## src/rtl/ymux_rr_reg.sv

```systemverilog
// N-channel registered mux with valid/ready handshakes; fixed-select or
// round-robin arbitration feeding a single-entry output register.
module ymux_rr_reg #(
    parameter int W    = 2,
    parameter int N    = 4,
    parameter int SELW = 2
) (
    input  logic            clk,
    input  logic            rst,
    input  logic [N*W-1:0]  in_data,
    input  logic [N-1:0]    in_valid,
    output logic [N-1:0]    in_ready,
    input  logic            mode,
    input  logic [SELW-1:0] sel,
    output logic [W-1:0]    out_data,
    output logic [SELW-1:0] out_ch,
    output logic            out_valid,
    input  logic            out_ready
);

    logic [W-1:0]    out_data_q, out_data_d;
    logic [SELW-1:0] out_ch_q, out_ch_d;
    logic            out_valid_q, out_valid_d;
    logic [SELW-1:0] ptr_q, ptr_d;

    logic            load;
    logic            gnt_any;
    logic [SELW-1:0] gnt_idx;

    always_comb begin
        int unsigned idx;
        idx     = 0;
        gnt_any = 1'b0;
        gnt_idx = '0;
        if (!mode) begin
            // A sel value at or beyond N matches no channel, so it never grants.
            for (int unsigned i = 0; i < N; i++) begin
                if (sel == SELW'(i) && in_valid[i]) begin
                    gnt_any = 1'b1;
                    gnt_idx = SELW'(i);
                end
            end
        end else begin
            for (int unsigned k = 0; k < N; k++) begin
                idx = int'(ptr_q) + k;
                if (idx >= N) idx = idx - N;
                if (!gnt_any && in_valid[idx]) begin
                    gnt_any = 1'b1;
                    gnt_idx = SELW'(idx);
                end
            end
        end
    end

    always_comb begin
        load     = !out_valid_q || out_ready;
        in_ready = '0;
        if (load && gnt_any && !rst) in_ready[gnt_idx] = 1'b1;
    end

    always_comb begin
        out_data_d  = out_data_q;
        out_ch_d    = out_ch_q;
        out_valid_d = out_valid_q;
        ptr_d       = ptr_q;
        if (load) begin
            out_valid_d = gnt_any;
            if (gnt_any) begin
                out_data_d = in_data[int'(gnt_idx)*W +: W];
                out_ch_d   = gnt_idx;
                // Wrap at N rather than 2^SELW so non-power-of-two N stays in range.
                if (mode) ptr_d = (int'(gnt_idx) == N - 1) ? '0 : SELW'(int'(gnt_idx) + 1);
            end
        end
    end

    always_ff @(posedge clk) begin
        if (rst) begin
            out_data_q  <= '0;
            out_ch_q    <= '0;
            out_valid_q <= 1'b0;
            ptr_q       <= '0;
        end else begin
            out_data_q  <= out_data_d;
            out_ch_q    <= out_ch_d;
            out_valid_q <= out_valid_d;
            ptr_q       <= ptr_d;
        end
    end

    assign out_data  = out_data_q;
    assign out_ch    = out_ch_q;
    assign out_valid = out_valid_q;

endmodule

```

## config.mk

```make
export PLATFORM = sky130hd
export DESIGN_NAME = ymux_rr_reg
export DESIGN_NICKNAME = d
export VERILOG_FILES = /design/src/rtl/ymux_rr_reg.sv
export SDC_FILE = /design/constraint.sdc
export NUM_CORES = 1
export LEC_CHECK = 0
export CAP_MARGIN = 30
export CORE_MARGIN = 1
export CORE_UTILIZATION = 30
export CTS_BUF_LIST = sky130_fd_sc_hd__clkbuf_2 sky130_fd_sc_hd__clkbuf_4 sky130_fd_sc_hd__clkbuf_8
export DETAILED_ROUTE_END_ITERATION = 8
export PLACE_DENSITY = 0.71
export SYNTH_ARGS = -nofsm -noshare
export SYNTH_HDL_FRONTEND = slang
export SYNTH_SLANG_ARGS = --single-unit
```

## constraint.sdc

```tcl
create_clock -name clk -period 5.3 [get_ports clk]
set_input_delay 1.06 -clock clk [delete_from_list [all_inputs] [get_ports clk]]
set_output_delay 1.06 -clock clk [all_outputs]
set_load 0.01 [all_outputs]
```

# Word level (Yosys, flattened, before mapping)
# Index checks and enable logic that the tools add are counted.
# word_totals
elab_cells	86
input_bits	18
ff_bits	7
out_inout_bits	9
# op_classes
n_lt_le_gt_ge	10
shifts	1
n_reduce_logical	19
addsub	8
mux	40
n_eq_ne	4
# op_table
op	n
2-to-1 mux 32 bit	8
< comparator 32 x 3 -> 1 bit, second input constant	4
2-to-1 mux 1 bit	18
2-to-1 mux 2 bit	8
subtractor 3 x 3 -> 4 bit, second input constant	3
logical AND 1 bit	10
greater-or-equal comparator 3 bit, second input constant	3
binary-select mux 1 bit (select 2 bit)	4
indexed part select 8 x 4 -> 2 bit	1
adder 2 x 2 -> 3 bit, second input constant	2
logical NOT 1 bit	5
== test 2 x 1 -> 1 bit, second input constant	2
== test 2 bit, second input constant	2
2-to-1 mux 4 bit	1
subtractor 2 x 3 -> 4 bit, second input constant	1
adder 2 x 1 -> 3 bit, second input constant	1
greater-or-equal comparator 2 x 3 -> 1 bit, second input constant	1
< comparator 2 x 3 -> 1 bit, second input constant	1
AND reduction 3 bit	1
adder 2 x 1 -> 2 bit, second input constant	1
demux 1 bit (select 2 bit)	1
greater-or-equal comparator 2 x 1 -> 1 bit, second input constant	1
logical NOT 2 bit	1
AND reduction 2 bit	1
logical OR 1 bit	1

# Longest topological paths before layout
# depth
word_depth	24
ltp_mapped	6
depth_no_buf	6

# Worst setup path before layout
# No wires, ideal clock.
# synth_path
kind	input port to output port
start	input port sel[1]
end	output port in_ready[0]
path_slack_ps	1803
stages	6
arrival_time_ps	2437
path_cell_list	mux2i_1 -> or3_1 -> a32o_2 -> buf_6 -> or2_2 -> nor3_1
# synth_between
elab_chain_cells	11
elab_cells_between_ends	25
classes_between	2 x order compare; 3 x eq/ne; 12 x mux; 8 x reduce/logical
# synth_rtl
item	line_no	rtl
start: declaration	14	input logic [SELW-1:0] sel,
== test 2 x 1 -> 1 bit	38	if (sel == SELW'(i) && in_valid[i]) begin
logical AND 1 bit	38	
2-to-1 mux 1 bit	38	
2-to-1 mux 2 bit (2 in series)	38	
2-to-1 mux 2 bit	35	if (!mode) begin
< comparator 2 x 3 -> 1 bit (not written as such) or greater-or-equal comparator 2 x 1 -> 1 bit (tied branches)	58	if (load && gnt_any && !rst) in_ready[gnt_idx] = 1'b1;
logical AND 1 bit (not written as such)	58	
2-to-1 mux 1 bit (not written as such)	58	
demux 1 bit (select 2 bit)	58	
2-to-1 mux 4 bit (*)	58	
end: declaration	12	output logic [N-1:0] in_ready,
# Every way passes the cells marked *; elsewhere a longest branch is shown, timed or not.

# Final worst setup path
# layout_path
start	input port in_valid[2]
end	output port in_ready[2]
# layout_between
elab_chain_cells	21
elab_cells_between_ends	40
classes_between	2 x order compare; 28 x mux; 10 x reduce/logical
# layout_rtl
item	line_no	rtl
start: declaration	11	input logic [N-1:0] in_valid,
binary-select mux 1 bit (select 2 bit)	47	if (!gnt_any && in_valid[idx]) begin
2-to-1 mux 1 bit (not written as such)	47	
2-to-1 mux 1 bit	47	
2-to-1 mux 1 bit	35	
logical NOT 1 bit	47	
logical AND 1 bit	47	
2-to-1 mux 1 bit	47	
2-to-1 mux 1 bit	35	
(+5 left out)	n/a	
logical AND 1 bit	47	
2-to-1 mux 2 bit	47	
2-to-1 mux 2 bit	35	
< comparator 2 x 3 -> 1 bit (not written as such) or greater-or-equal comparator 2 x 1 -> 1 bit (tied branches)	58	
logical AND 1 bit (not written as such)	58	
2-to-1 mux 1 bit (not written as such)	58	
demux 1 bit (select 2 bit)	58	
2-to-1 mux 4 bit (*)	58	
# Every way passes the cells marked *; elsewhere a longest branch is shown, timed or not. The select of a mux whose other input is x is not followed.

==> insert_results.sql <==
INSERT INTO impl_metrics (metric_group, metric, value, unit) VALUES
('run_status', 'result_of_the_run', 'finished clean', ''),
('placed_design', 'instance_count_after_placement_with_tap_cells_included', '114', ''),
('sta', 'worst_slew_pin_slew', '0.492', 'ns'),
('detailed_routing', 'avgViaCountPerCell', '4.75', ''),
('sta', 'final-setup-viol-count', '0', ''),
('grt', 'gr-total-overflow', '0', ''),
('yosys', 'synth-seq-area-share', '24.0', '%'),
('min_path', 'hp-start', 'out_ch[1]', ''),
('power', 'total_power', '183', 'uW'),
('power', 'part_of_the_power_in_the_clock_network', '28.3', '%'),
('min_path', 'min_delay_worst_endpoint', 'out_ch[1]', ''),
('final_layout', 'fin_cells', '118', ''),
('worst_setup_path', 'path_cells', 'clkdlybuf4s50_1, mux2i_1, or3_1, a32o_2, or2_2, nor3_1, clkdlybuf4s50_1', ''),
('clock_tree', 'tritoncts.num_buffers', '3', ''),
('sta', 'report.final.hold_viol_count', '0', ''),
('yosys', 'synthFlopType', 'sky130_fd_sc_hd__dfxtp_1', ''),
('floorplan', 'top_level_ports', '27', ''),
('power', 'power.ir.vdd_worst', '0.000136', 'V'),
('final_layout', 'diodes', '0', ''),
('worst_setup_path', 'critical_path_peak_fanout', '8', ''),
('yosys', 'mappedNetlistNets', '85', ''),
('worst_setup_path', 'critPathMaxStageDelay', '0.57', 'ns'),
('worst_setup_path', 'critPathLaunchType', 'primary input', ''),
('yosys', 'syn-mean-instance-area', '8.97', 'sq um'),
('clock_tree', 'cts_root_buf', 'sky130_fd_sc_hd__clkbuf_4', ''),
('worst_setup_path', 'slowest_cell_on_the_critical_path', 'sky130_fd_sc_hd__clkdlybuf4s50_1', ''),
('yosys', 'ys_seq_elements', '7', ''),
('clock_tree', 'cts.clk_slew.worst_paths', '0.05', 'ns'),
('power', 'internal_power', '131', 'uW'),
('final_layout', 'final_layout_fill_cell_count', '177', ''),
('clock_tree', 'postCtsHoldBufs', '0', ''),
('grt', 'antenna_found_initial', '0', ''),
('power', 'share_seq_of_total_power', '33.9', '%'),
('yosys', 'synth.most_common_cell', 'sky130_fd_sc_hd__mux2i_1', ''),
('floorplan', 'die_height', '46.1', 'um'),
('worst_setup_path', 'reg2reg_slack', '3.47', 'ns'),
('grt', 'grt_first_pass_wirelength', '2210', 'um'),
('yosys', 'syn-instance-count', '65', ''),
('grt', 'grt_use_total', '14.4', '%'),
('detailed_routing', 'wl', '1360', 'um'),
('yosys', 'ys_warns', '0', ''),
('placed_design', 'placement.io_buffers', '26', ''),
('power', 'net_load_switching_power', '51.7', 'uW'),
('grt', 'grt_start_max_net_pins', '12', ''),
('worst_setup_path', 'crit_path_end_kind', 'primary output', ''),
('detailed_routing', 'vias', '560', ''),
('clock_tree', 'clkSinkCount', '7', ''),
('placed_design', 'dpl_cell_area', '860', 'sq um'),
('worst_setup_path', 'regToRegStartpoint', 'ptr_q[1]', ''),
('min_path', 'hold_path.class', 'reg -> reg', ''),
('sta', 'setup_repair_after_global_routing_missed_its_margin', 'no', ''),
('sta', 'hold_ws', '0.501', 'ns'),
('final_layout', 'fraction_of_final_layout_cells_with_drive_strength_greater_than_1', '14.0', '%'),
('floorplan', 'rows', '15', ''),
('sta', 'fin_skew', '0.00301', 'ns'),
('sta', 'final_critical_period', '4.52', 'ns'),
('detailed_routing', 'drc', '0', ''),
('yosys', 'synthTopCellsByArea', 'sky130_fd_sc_hd__dfxtp_1 (24%), sky130_fd_sc_hd__mux2i_1 (17%), sky130_fd_sc_hd__o221ai_2 (5.2%), sky130_fd_sc_hd__ha_1 (4.3%), sky130_fd_sc_hd__nand3b_1 (3.9%)', ''),
('min_path', 'holdPathStages', '2', ''),
('yosys', 'synth_top_cell_area_share', '24.0', '%'),
('sta', 'max_clock_freq', '221', 'MHz'),
('detailed_routing', 'drt_pre_antenna_iters', '4', ''),
('yosys', 'syn_area', '583', 'sq um'),
('worst_setup_path', 'path_class', 'in -> out', ''),
('clock_tree', 'clock_latency', '0.24', 'ns'),
('sta', 'worst_slew_margin_rel', '67.2', '%'),
('floorplan', 'floorplan.die.width', '46.1', 'um'),
('clock_tree', 'htree_levels', '1', ''),
('worst_setup_path', 'rr_endpoint', 'ptr_q[1]', ''),
('power', 'switching_share', '28.2', '%'),
('clock_tree', 'cts_setup_buffers', '0', '');
## cell type report
type                       count  area (sq um)  area share (%)
clock buffer                   4          30.0            3.38
inverter                       5          18.8            2.11
sequential                     7           140            15.8
tap                           25          31.3            3.52
timing repair buffer          26           260            29.3
multi-input combinational     51           409            46.0
## registers in the layout, summed over array words and instances (netlist names)
signal and cells:
out_valid 1, out_ch 2, ptr_q 2, out_data 2
## how the worst max path moves through the flow
stage,from,to,slack (ns)
after global routing,in_valid[2],in_ready[2],0.68
after CTS,in_valid[2],in_ready[2],0.77
after floorplan,sel[1],in_ready[0],1.80
after global placement,in_valid[2],in_ready[0],0.80
after detailed placement,in_valid[2],in_ready[2],0.76
final,in_valid[2],in_ready[2],0.78
## cells in the final DEF (no fill, tap or decap), drive strengths merged
| master | netlist | layout |
|---|---|---|
| nor3b | 1 | 1 |
| a32o | 1 | 1 |
| or3 | 4 | 4 |
| dfxtp | 7 | 7 |
| o221ai | 3 | 3 |
| nand2 | 3 | 3 |
| or2 | 1 | 1 |
| o31ai | 1 | 1 |
| and2 | 3 | 3 |
| a31o | 1 | 1 |
| o21ai | 1 | 1 |
| clkdlybuf4s50 | 0 | 26 |
| and3 | 1 | 1 |
| o41a | 1 | 1 |
| nor2b | 2 | 2 |
| nor3 | 2 | 2 |
| mux2 | 1 | 1 |
| mux2i | 10 | 10 |
| a21oi | 2 | 2 |
| ha | 2 | 2 |
| o21a | 1 | 1 |
| inv | 5 | 5 |
| o21bai | 1 | 1 |
| clkbuf | 1 | 4 |
| nor2 | 5 | 5 |
| nand3b | 3 | 3 |
| nand2b | 1 | 1 |
## power by group through the flow
stage                     combinational [mW]  sequential, mW  clock (mW)
after global placement                0.0694          0.0632           0
final                                 0.0691          0.0621      0.0519
after CTS                             0.0701          0.0622      0.0545
after detailed placement              0.0698          0.0634           0
after floorplan                       0.0386          0.0644           0
after global routing                  0.0754          0.0631      0.0569
## routing by layer
layer | vias to the layer above | part of all wire (%) | GRT usage [%]
met5 | - | 0 | 0
met4 | 0 | 0 | 5.29
met3 | 0 | 2.7 | 3.53
met2 | 9 | 48 | 24.2
met1 | 256 | 49 | 17.5
li1 | 295 | - | -
## worst max-delay path: cells and delay by family
| family | cells | cell delay, ns |
|---|---|---|
| mux | 1 | 0.10 |
| compound gates | 1 | 0.34 |
| buf+inv | 2 | 1.14 |
| simple gates | 3 | 0.82 |
## cell families (layout without fill, tap and decap cells)
| family | count (synthesis) | count (layout) | synth area share (%) |
|---|---|---|---|
| and+or+nand+nor | 26 | 26 | 26.0 |
| buffers and inverters | 7 | 35 | 5.79 |
| muxes | 11 | 11 | 19.1 |
| DFF | 7 | 7 | 24.0 |
| AOI/OAI and AO/OA | 12 | 12 | 20.8 |
| adders and majority gates | 2 | 2 | 4.29 |
## per-stage QoR
stage	setup WS (ns)	util, %
floorplan	1.80	-
global placement	0.803	48.2
detailed placement	0.760	48.2
CTS	0.767	49.9
global route	0.678	49.9
finish	0.776	49.9
Note: power is estimated with default switching activity, not from simulation.
